[config.mk]
export PLATFORM = sky130hd
export DESIGN_NAME = painterengine_gpu_dispatcher
export DESIGN_NICKNAME = d
export VERILOG_FILES = /design/src/rtl/painterengine_gpu_dispatcher_pkg.sv /design/src/rtl/painterengine_gpu_dma_mux.sv /design/src/rtl/painterengine_gpu_dispatcher.sv
export SDC_FILE = /design/constraint.sdc
export NUM_CORES = 1
export LEC_CHECK = 0
export ABC_AREA = 0
export CORE_AREA = 2 2 341 343
export DETAILED_ROUTE_END_ITERATION = 7
export DIE_AREA = 0 0 343 345
export REMOVE_ABC_BUFFERS = 1
export SKIP_CTS_REPAIR_TIMING = 1
export SLEW_MARGIN = 20
export SYNTH_ARGS = -nofsm -noshare
export SYNTH_HDL_FRONTEND = slang
export SYNTH_SLANG_ARGS = --single-unit
[constraint.sdc]
create_clock -name i_wire_clock -period 3.9 [get_ports i_wire_clock]
set_clock_uncertainty 0.05 [all_clocks]
set_input_delay 1.17 -clock i_wire_clock [delete_from_list [all_inputs] [get_ports i_wire_clock]]
set_output_delay 1.17 -clock i_wire_clock [all_outputs]
set_load 0.02 [all_outputs]
[src/rtl/painterengine_gpu_dispatcher_pkg.sv]
// Shared definitions for the GPU task dispatcher and its engines:
// dispatcher state codes and the engine state-word conventions.
package painterengine_gpu_dispatcher_pkg;

  typedef enum logic [7:0] {
    StIdle       = 8'h00,
    StRun        = 8'h01,
    StDone       = 8'h02,
    StErrOpcode  = 8'h03,
    StErrEngine  = 8'h04,
    StErrTimeout = 8'h05,
    StErrAbort   = 8'h06
  } disp_state_e;

  localparam logic [7:0] EngineDoneCode  = 8'h08;
  localparam logic [7:0] EngineErrorBase = 8'h09;

  function automatic logic [31:0] pack_status(input logic [7:0] snap, input logic [7:0] opcode,
                                              input disp_state_e state);
    return {8'h00, snap, opcode, state};
  endfunction

endpackage

[src/rtl/painterengine_gpu_dma_mux.sv]
// Routes the shared FIFO and DMA reader/writer to the selected engine and fans DMA
// status back to that engine only; everything reads as zero while disabled.
module painterengine_gpu_dma_mux #(
  parameter int unsigned NUM_ENGINES = 4,
  parameter int unsigned SEL_W       = 2
) (
  input  logic                       i_wire_enable,
  input  logic [SEL_W-1:0]           i_wire_select,
  input  logic [NUM_ENGINES-1:0]     i_wire_engine_fifo_resetn,
  input  logic [NUM_ENGINES-1:0]     i_wire_engine_dma_reader_resetn,
  input  logic [NUM_ENGINES-1:0]     i_wire_engine_dma_writer_resetn,
  input  logic [32*NUM_ENGINES-1:0]  i_wire_engine_dma_reader_address,
  input  logic [32*NUM_ENGINES-1:0]  i_wire_engine_dma_reader_length,
  input  logic [32*NUM_ENGINES-1:0]  i_wire_engine_dma_writer_address,
  input  logic [32*NUM_ENGINES-1:0]  i_wire_engine_dma_writer_length,
  output logic [NUM_ENGINES-1:0]     o_wire_engine_dma_reader_done,
  output logic [NUM_ENGINES-1:0]     o_wire_engine_dma_reader_error,
  output logic [NUM_ENGINES-1:0]     o_wire_engine_dma_writer_done,
  output logic [NUM_ENGINES-1:0]     o_wire_engine_dma_writer_error,
  output logic                       o_wire_fifo_resetn,
  output logic                       o_wire_dma_reader_resetn,
  output logic                       o_wire_dma_writer_resetn,
  output logic [31:0]                o_wire_dma_reader_address,
  output logic [31:0]                o_wire_dma_reader_length,
  output logic [31:0]                o_wire_dma_writer_address,
  output logic [31:0]                o_wire_dma_writer_length,
  input  logic                       i_wire_dma_reader_done,
  input  logic                       i_wire_dma_reader_error,
  input  logic                       i_wire_dma_writer_done,
  input  logic                       i_wire_dma_writer_error
);

  logic [SEL_W+4:0] base;
  assign base = {i_wire_select, 5'd0};

  always_comb begin
    o_wire_engine_dma_reader_done  = '0;
    o_wire_engine_dma_reader_error = '0;
    o_wire_engine_dma_writer_done  = '0;
    o_wire_engine_dma_writer_error = '0;
    o_wire_fifo_resetn             = 1'b0;
    o_wire_dma_reader_resetn       = 1'b0;
    o_wire_dma_writer_resetn       = 1'b0;
    o_wire_dma_reader_address      = '0;
    o_wire_dma_reader_length       = '0;
    o_wire_dma_writer_address      = '0;
    o_wire_dma_writer_length       = '0;
    if (i_wire_enable) begin
      o_wire_fifo_resetn        = i_wire_engine_fifo_resetn[i_wire_select];
      o_wire_dma_reader_resetn  = i_wire_engine_dma_reader_resetn[i_wire_select];
      o_wire_dma_writer_resetn  = i_wire_engine_dma_writer_resetn[i_wire_select];
      o_wire_dma_reader_address = i_wire_engine_dma_reader_address[base +: 32];
      o_wire_dma_reader_length  = i_wire_engine_dma_reader_length[base +: 32];
      o_wire_dma_writer_address = i_wire_engine_dma_writer_address[base +: 32];
      o_wire_dma_writer_length  = i_wire_engine_dma_writer_length[base +: 32];
      o_wire_engine_dma_reader_done[i_wire_select]  = i_wire_dma_reader_done;
      o_wire_engine_dma_reader_error[i_wire_select] = i_wire_dma_reader_error;
      o_wire_engine_dma_writer_done[i_wire_select]  = i_wire_dma_writer_done;
      o_wire_engine_dma_writer_error[i_wire_select] = i_wire_dma_writer_error;
    end
  end

endmodule

[src/rtl/painterengine_gpu_dispatcher.sv]
// GPU task dispatcher: launches one engine per start, shares the DMA/FIFO with it,
// and watches its state word, a watchdog and abort to report a terminal status.
module painterengine_gpu_dispatcher
  import painterengine_gpu_dispatcher_pkg::*;
#(
  parameter int unsigned NUM_ENGINES       = 4,
  parameter logic [7:0]  ENGINE_DONE_CODE  = EngineDoneCode,
  parameter logic [7:0]  ENGINE_ERROR_BASE = EngineErrorBase
) (
  input  logic                      i_wire_clock,
  input  logic                      i_wire_resetn,
  input  logic                      i_wire_start,
  input  logic                      i_wire_abort,
  input  logic [7:0]                i_wire_opcode,
  input  logic [31:0]               i_wire_timeout_cycles,
  output logic [NUM_ENGINES-1:0]    o_wire_engine_resetn,
  input  logic [32*NUM_ENGINES-1:0] i_wire_engine_state,
  input  logic [NUM_ENGINES-1:0]    i_wire_engine_fifo_resetn,
  input  logic [NUM_ENGINES-1:0]    i_wire_engine_dma_reader_resetn,
  input  logic [NUM_ENGINES-1:0]    i_wire_engine_dma_writer_resetn,
  input  logic [32*NUM_ENGINES-1:0] i_wire_engine_dma_reader_address,
  input  logic [32*NUM_ENGINES-1:0] i_wire_engine_dma_reader_length,
  input  logic [32*NUM_ENGINES-1:0] i_wire_engine_dma_writer_address,
  input  logic [32*NUM_ENGINES-1:0] i_wire_engine_dma_writer_length,
  output logic [NUM_ENGINES-1:0]    o_wire_engine_dma_reader_done,
  output logic [NUM_ENGINES-1:0]    o_wire_engine_dma_reader_error,
  output logic [NUM_ENGINES-1:0]    o_wire_engine_dma_writer_done,
  output logic [NUM_ENGINES-1:0]    o_wire_engine_dma_writer_error,
  output logic                      o_wire_fifo_resetn,
  output logic                      o_wire_dma_reader_resetn,
  output logic                      o_wire_dma_writer_resetn,
  output logic [31:0]               o_wire_dma_reader_address,
  output logic [31:0]               o_wire_dma_reader_length,
  output logic [31:0]               o_wire_dma_writer_address,
  output logic [31:0]               o_wire_dma_writer_length,
  input  logic                      i_wire_dma_reader_done,
  input  logic                      i_wire_dma_reader_error,
  input  logic                      i_wire_dma_writer_done,
  input  logic                      i_wire_dma_writer_error,
  output logic                      o_wire_busy,
  output logic                      o_wire_irq,
  output logic [31:0]               o_wire_state
);

  localparam int unsigned SelW = (NUM_ENGINES > 1) ? $clog2(NUM_ENGINES) : 1;

  disp_state_e state_q, state_d;
  logic [7:0]  opcode_q, opcode_d;
  logic [7:0]  snap_q, snap_d;
  logic [31:0] count_q, count_d;
  logic        irq_q, irq_d;

  logic [SelW-1:0] sel;
  logic [SelW+4:0] sel_base;
  logic [7:0]      eng_s;
  logic            run;
  logic            unused_engine_state;

  // Only valid opcodes ever reach RUN, so the low bits are the engine index.
  assign sel      = opcode_q[SelW-1:0];
  assign sel_base = {sel, 5'd0};
  assign eng_s    = i_wire_engine_state[sel_base +: 8];
  assign run      = (state_q == StRun);
  assign unused_engine_state = ^i_wire_engine_state;

  always_comb begin
    state_d  = state_q;
    opcode_d = opcode_q;
    snap_d   = snap_q;
    count_d  = count_q;
    irq_d    = 1'b0;
    if (run) begin
      if (eng_s >= ENGINE_ERROR_BASE) begin
        state_d = StErrEngine;
      end else if (eng_s == ENGINE_DONE_CODE) begin
        state_d = StDone;
      end else if (i_wire_abort) begin
        state_d = StErrAbort;
      end else if ((i_wire_timeout_cycles != 32'd0) &&
                   (count_q == i_wire_timeout_cycles - 32'd1)) begin
        state_d = StErrTimeout;
      end else if (count_q != 32'hFFFF_FFFF) begin
        count_d = count_q + 32'd1;
      end
      if (state_d != StRun) begin
        irq_d  = 1'b1;
        snap_d = eng_s;
      end
    end else if (i_wire_start) begin
      opcode_d = i_wire_opcode;
      snap_d   = 8'h00;
      count_d  = 32'd0;
      if (32'(i_wire_opcode) < NUM_ENGINES) begin
        state_d = StRun;
      end else begin
        state_d = StErrOpcode;
        irq_d   = 1'b1;
      end
    end
  end

  always_ff @(posedge i_wire_clock or negedge i_wire_resetn) begin
    if (!i_wire_resetn) begin
      state_q  <= StIdle;
      opcode_q <= 8'h00;
      snap_q   <= 8'h00;
      count_q  <= 32'd0;
      irq_q    <= 1'b0;
    end else begin
      state_q  <= state_d;
      opcode_q <= opcode_d;
      snap_q   <= snap_d;
      count_q  <= count_d;
      irq_q    <= irq_d;
    end
  end

  always_comb begin
    o_wire_engine_resetn = '0;
    if (run) o_wire_engine_resetn[sel] = 1'b1;
  end

  assign o_wire_busy  = run;
  assign o_wire_irq   = irq_q;
  assign o_wire_state = pack_status(snap_q, opcode_q, state_q);

  painterengine_gpu_dma_mux #(
    .NUM_ENGINES(NUM_ENGINES),
    .SEL_W      (SelW)
  ) u_dma_mux (
    .i_wire_enable                    (run),
    .i_wire_select                    (sel),
    .i_wire_engine_fifo_resetn        (i_wire_engine_fifo_resetn),
    .i_wire_engine_dma_reader_resetn  (i_wire_engine_dma_reader_resetn),
    .i_wire_engine_dma_writer_resetn  (i_wire_engine_dma_writer_resetn),
    .i_wire_engine_dma_reader_address (i_wire_engine_dma_reader_address),
    .i_wire_engine_dma_reader_length  (i_wire_engine_dma_reader_length),
    .i_wire_engine_dma_writer_address (i_wire_engine_dma_writer_address),
    .i_wire_engine_dma_writer_length  (i_wire_engine_dma_writer_length),
    .o_wire_engine_dma_reader_done    (o_wire_engine_dma_reader_done),
    .o_wire_engine_dma_reader_error   (o_wire_engine_dma_reader_error),
    .o_wire_engine_dma_writer_done    (o_wire_engine_dma_writer_done),
    .o_wire_engine_dma_writer_error   (o_wire_engine_dma_writer_error),
    .o_wire_fifo_resetn               (o_wire_fifo_resetn),
    .o_wire_dma_reader_resetn         (o_wire_dma_reader_resetn),
    .o_wire_dma_writer_resetn         (o_wire_dma_writer_resetn),
    .o_wire_dma_reader_address        (o_wire_dma_reader_address),
    .o_wire_dma_reader_length         (o_wire_dma_reader_length),
    .o_wire_dma_writer_address        (o_wire_dma_writer_address),
    .o_wire_dma_writer_length         (o_wire_dma_writer_length),
    .i_wire_dma_reader_done           (i_wire_dma_reader_done),
    .i_wire_dma_reader_error          (i_wire_dma_reader_error),
    .i_wire_dma_writer_done           (i_wire_dma_writer_done),
    .i_wire_dma_writer_error          (i_wire_dma_writer_error)
  );

endmodule
Yosys cells after proc, flatten, opt, wreduce, memory -nomap -nowiden
Cells that the tools add are included.
Storage, ports and cells
  register bits after elaboration: 57
  input bits: 700
  output and inout port bits: 185
  word-level logic and storage cells: 81
Operators by class
  add/subtract/negate cells: 2
  magnitude comparators: 4
  eq/ne operators: 11
  shift-type cells: 5
  mux-type cells: 42
  bitwise operators: 5
  reductions and logical operators: 7
Operators by type and width (number)
  128-bit by 8-bit indexed part select with 32-bit output: 4
  32-bit two-way mux: 11
  128-bit by 8-bit indexed part select with 8-bit output: 1
  8-bit two-way mux: 10
  32-bit by 1-bit adder with 32-bit output (second input constant): 1
  32-bit == test: 1
  32-bit inequality test (second input constant): 1
  32-bit nonzero test: 1
  32-bit by 1-bit subtractor with 32-bit output (second input constant): 1
  4-bit two-way mux: 5
  4-bit bitwise AND: 4
  1-bit two-way mux: 11
  8-bit by 1-bit == test with 1-bit output (second input constant): 1
  8-bit by 4-bit == test with 1-bit output (second input constant): 1
  8-bit by 4-bit greater-or-equal comparator with 1-bit output (second input constant): 1
  8-bit by 3-bit less-than comparator with 1-bit output (second input constant): 1
  2-bit inequality test (second input constant): 4
  8-bit by 1-bit inequality test with 1-bit output (second input constant): 1
  1-bit binary-select mux with 2-bit select: 3
  6-bit AND reduction: 1
  2-bit by 1-bit inequality test with 1-bit output (second input constant): 2
  2-bit AND reduction: 2
  2-bit by 3-bit less-than comparator with 1-bit output (second input constant): 1
  1-bit demux with 2-bit select: 1
  5 further kinds: 6

Logic depth before layout (Yosys ltp)
  depth in word-level cells: 11
  depth in mapped cells: 16
  depth with buffers taken out: 11

By module
From an unflattened synthesis, not the netlist that was laid out.
Second synthesis, totals
  cells, all modules: 981
  area total of the unflattened synthesis: 8489.4 µm²
By module, submodules not included
  painterengine_gpu_dispatcher: instances 1, cells each 508, area an instance 4352.9 µm², sequential area each 1426.4 µm²
  painterengine_gpu_dma_mux: instances 1, cells each 473, area an instance 4136.5 µm², sequential area each 0.0 µm²

Worst setup path before layout
No wires, ideal clock.
  kind: reg2out
  start: register opcode_q[0]
  end: output port o_wire_dma_writer_address[17]
  arrival: 2.829 ns
  required time: 2.680 ns
  slack: -0.149 ns
  cell stages (with the launch flop): 7
  path buffers: 4
  cell sequence: dfrtp_1 > buf_2 > clkbuf_1 > buf_1 > buf_1 > mux4_2 > and3_1
On the way
  word-level cells in the longest chain between the ends: 2
RTL lines
  start: declaration: line painterengine_gpu_dispatcher.sv:48  | logic [7:0] opcode_q, opcode_d;
  start signal: assignment: line painterengine_gpu_dispatcher.sv:111  | opcode_q <= opcode_d;
  128-bit by 8-bit indexed part select with 32-bit output: line painterengine_gpu_dma_mux.sv:54  | o_wire_dma_writer_address = i_wire_engine_dma_writer_address[base +: 32];
  32-bit two-way mux: line painterengine_gpu_dma_mux.sv:48  | if (i_wire_enable) begin
  end: declaration: line painterengine_gpu_dispatcher.sv:34  | output logic [31:0] o_wire_dma_writer_address,
No other way between the ends.

Final worst setup path
  start: input port i_wire_engine_dma_writer_length[123]
  end: output port o_wire_dma_writer_length[27]
On the way
  word-level cells in the longest chain between the ends: 2
RTL lines
  start: declaration: line painterengine_gpu_dispatcher.sv:24  | input logic [32*NUM_ENGINES-1:0] i_wire_engine_dma_writer_length,
  128-bit by 8-bit indexed part select with 32-bit output: line painterengine_gpu_dma_mux.sv:55  | o_wire_dma_writer_length = i_wire_engine_dma_writer_length[base +: 32];
  32-bit two-way mux: line painterengine_gpu_dma_mux.sv:48
  end: declaration: line painterengine_gpu_dispatcher.sv:35  | output logic [31:0] o_wire_dma_writer_length,
No other way between the ends.

==> impl_metrics.toml <==
[synthesis]
syn_area_per_cell_um2 = 9.89
synth.distinct_cells = 60
synth_ff_type = "dfrtp_1"
syn_inst = 847
synth_edf_count = 0
syn_area_um2 = 8380
yosysWarningCount = 0
yosys.area.top_type = "mux4_2"
synth_seq_cells = 57
yosysSeqAreaShare_pct = 17.0
synthTopCellsByArea = "mux4_2 37%, dfrtp_1 17%, and3_1 11%"
async_flop_share_pct = 100
synth_top_area_share_pct = 37.4

[power]
ir_drop_v = 0.000225
cellLeakagePower_nw = 8.36
p_per_area_nw_per_um2 = 383
finalPower_w = 0.00763

[sta]
maxSlewViolCount = 0
tightest_slew_ns = 0.871
fin_ws_ns = -0.00562
slew_headroom_pct = 41.4
setup_viol = 1
fmax_mhz = 256
hold_ws_ns = 0.428
period_needed_ns = 3.91
hold_viol_final = 0
rsz0062_at_grt = "true"
finalCritPeriodShare_pct = 100

[final_layout]
multi_input_area_um2 = 6790
layout.cells.non_filler = 3211
fillers = 12900
seq_area_um2 = 1430
mostFrequentLayoutCells = "616 x clkdlybuf4s50_1, 154 x buf_4, 142 x and3_1, 139 x mux4_2"
drive_gt1_share_pct = 25.6
final_util_pct = 17.3
areaGrowthSynthToFinish_pct = 138
fin_nets = 2383
final_common_cell = "clkdlybuf4s50_1"

[route]
drc = 0
dr_total_vias = 11200
ant_nets = 0
firstDrtPassIters = 5
wl_mm = 77.4
wire_per_inst_um = 24.1
via_per_inst = 3.49
drtIter0Drc = 580

[worst_setup_path]
cp_data_arrival_time_ns = 2.69
worst_setup_path_start_kind = "input pin"
critPathTopFamily = "buffers and inverters"
cp_slowest_cell = "mux4_2"
crit_buf_inv = 2
critPathMaxFanout = 1
crit_type = "input pin to output port"
endpoint_kind = "output port"
worstPathRequired_ns = 2.68
cp_slowest_stage_delay_ns = 0.58
crit_path_cell_trace = "clkdlybuf4s50_1 -> mux4_2 -> and3_1 -> dlymetal6s2s_1"

[place]
gp_congestion = 0.923
place.port_buffers = 780
dpl.hpwl_mm = 69.9
dp.cells = 3185
pre_cts_slack_ns = -0.791

[global_route]
use_met3_pct = 4.92
grt_pass1_wl_mm = 100
grt_max_degree = 125
use_met1_pct = 14.6
use_met2_pct = 21.4
overflow = 0
grt_usage_pct = 12.5
antenna_found_initial = 18
grt.busiest_layer = "met2"
grt_pass1_vias = 11800

[run_status]
outcome = "complete, but fails checks"
violations = "setup timing"

[cts]
cts.path.max_buffers = 2
cts-root-buf = "clkbuf_16"
clk_latency_ns = 0.36
numClockSinks = 57
cts_tree = "done"
cts_made_buffers = 9
h-tree-depth = 3
cts.clk_slew.worst_paths_ns = 0.07

[floorplan]
core_area_um2 = 115000
rows = 125
fp.dieW_um = 343
die_h_um = 345
initial_core_util_pct = 7.28
io_pins = 885
dieArea_um2 = 118000

[flow_run]
maxCapViolCount = 0

[hold_path]
worst_hold_path_type = "register to register"
## cells in the mapped netlist, types with 3 or more instances
master	n
a21oi_1	18
a31oi_1	4
and2_1	19
and3_1	143
and4_1	6
buf_1	15
buf_4	8
buf_6	5
clkbuf_1	60
dfrtp_1	57
inv_1	16
mux2i_1	12
mux4_2	139
nand2_1	65
nand2b_1	9
nand3_1	19
nand4_1	10
nor2_1	38
nor2b_1	7
nor3_1	23
nor3b_1	3
nor4_1	20
o211ai_1	6
o21ai_0	23
o31a_1	5
o31ai_1	4
or3_1	18
or4_1	7
xnor2_1	29
xor2_1	19
## path summary, 6_finish.rpt
check                                                           from                      endpoint  slack (ns)  cells after the start
worst max-delay path            i_wire_engine_dma_writer_length[123]  o_wire_dma_writer_length[27]      -0.006                      4
worst min register to register               opcode_q[7]$_DFFE_PN0P_       opcode_q[7]$_DFFE_PN0P_        0.43                      2
worst max register to register               opcode_q[0]$_DFFE_PN0P_       count_q[30]$_DFFE_PN0P_        0.41                     11
max in group asynchronous                              i_wire_resetn        count_q[8]$_DFFE_PN0P_        2.38                      2
min in group asynchronous                              i_wire_resetn          o_wire_irq$_DFF_PN0_        0.67                      1
worst min-delay path                         opcode_q[7]$_DFFE_PN0P_       opcode_q[7]$_DFFE_PN0P_        0.43                      2
## metrics by stage
step,cell area [µm²],TNS [ns]
2_1_floorplan,8000,-1097.81
6_report,19900,-0.00562
3_3_place_gp,19100,-31.21
3_5_place_dp,19100,-31.05
5_1_grt,19900,-0.486
4_1_cts,19400,-19.84
## logic make-up after synthesis
logic type                 Yosys count  share of synthesized area, %
muxes                              152                          38.9
other                                1                        0.0447
xor gates and xnor gates            48                          5.02
DFF                                 57                          17.0
AOI/OAI and AO/OA                   74                          5.49
adders and majority gates            2                         0.299
and+or+nand+nor                    406                          27.6
buffers and inverters              107                          5.63
## where the power goes
group	internal [W]	switching, W
registers	0.000680	0.000113
logic	0.00302	0.00303
clock network	0.000441	0.000351
total	0.00414	0.00349
## worst register-to-register path, delay by kind of cell (launching register included)
| family | cells | cell delay (ns) |
|---|---|---|
| compound gates | 2 | 0.42 |
| simple gates | 5 | 1.25 |
| buf+inv | 3 | 0.62 |
| flops | 1 | 0.42 |
| mux | 1 | 0.61 |
## final cells by class
class / instances / share of cell area, %
diodes: 1 / 0.0126
clock buffers: 9 / 1.13
clock inverters: 7 / 0.308
inverters: 17 / 0.320
multi-input cells: 690 / 34.1
flip-flops and latches: 57 / 7.20
well taps: 1524 / 9.58
repair buffers: 906 / 47.4
## sequential cells by signal, summed over array words and instances, names as in the netlist
name        cells
opcode_q        8
snap_q          8
o_wire_irq      1
state_q         8
count_q        32
## per-layer routing
metal	up-vias	part of all wire, %	wire (µm)
met5	-	0.047	36
met4	6	2.2	1700
met3	59	11	8390
met2	637	48	36900
met1	5529	39	30300
li1	4984	-	-
No activity file was read; power rests on OpenSTA's default activity.
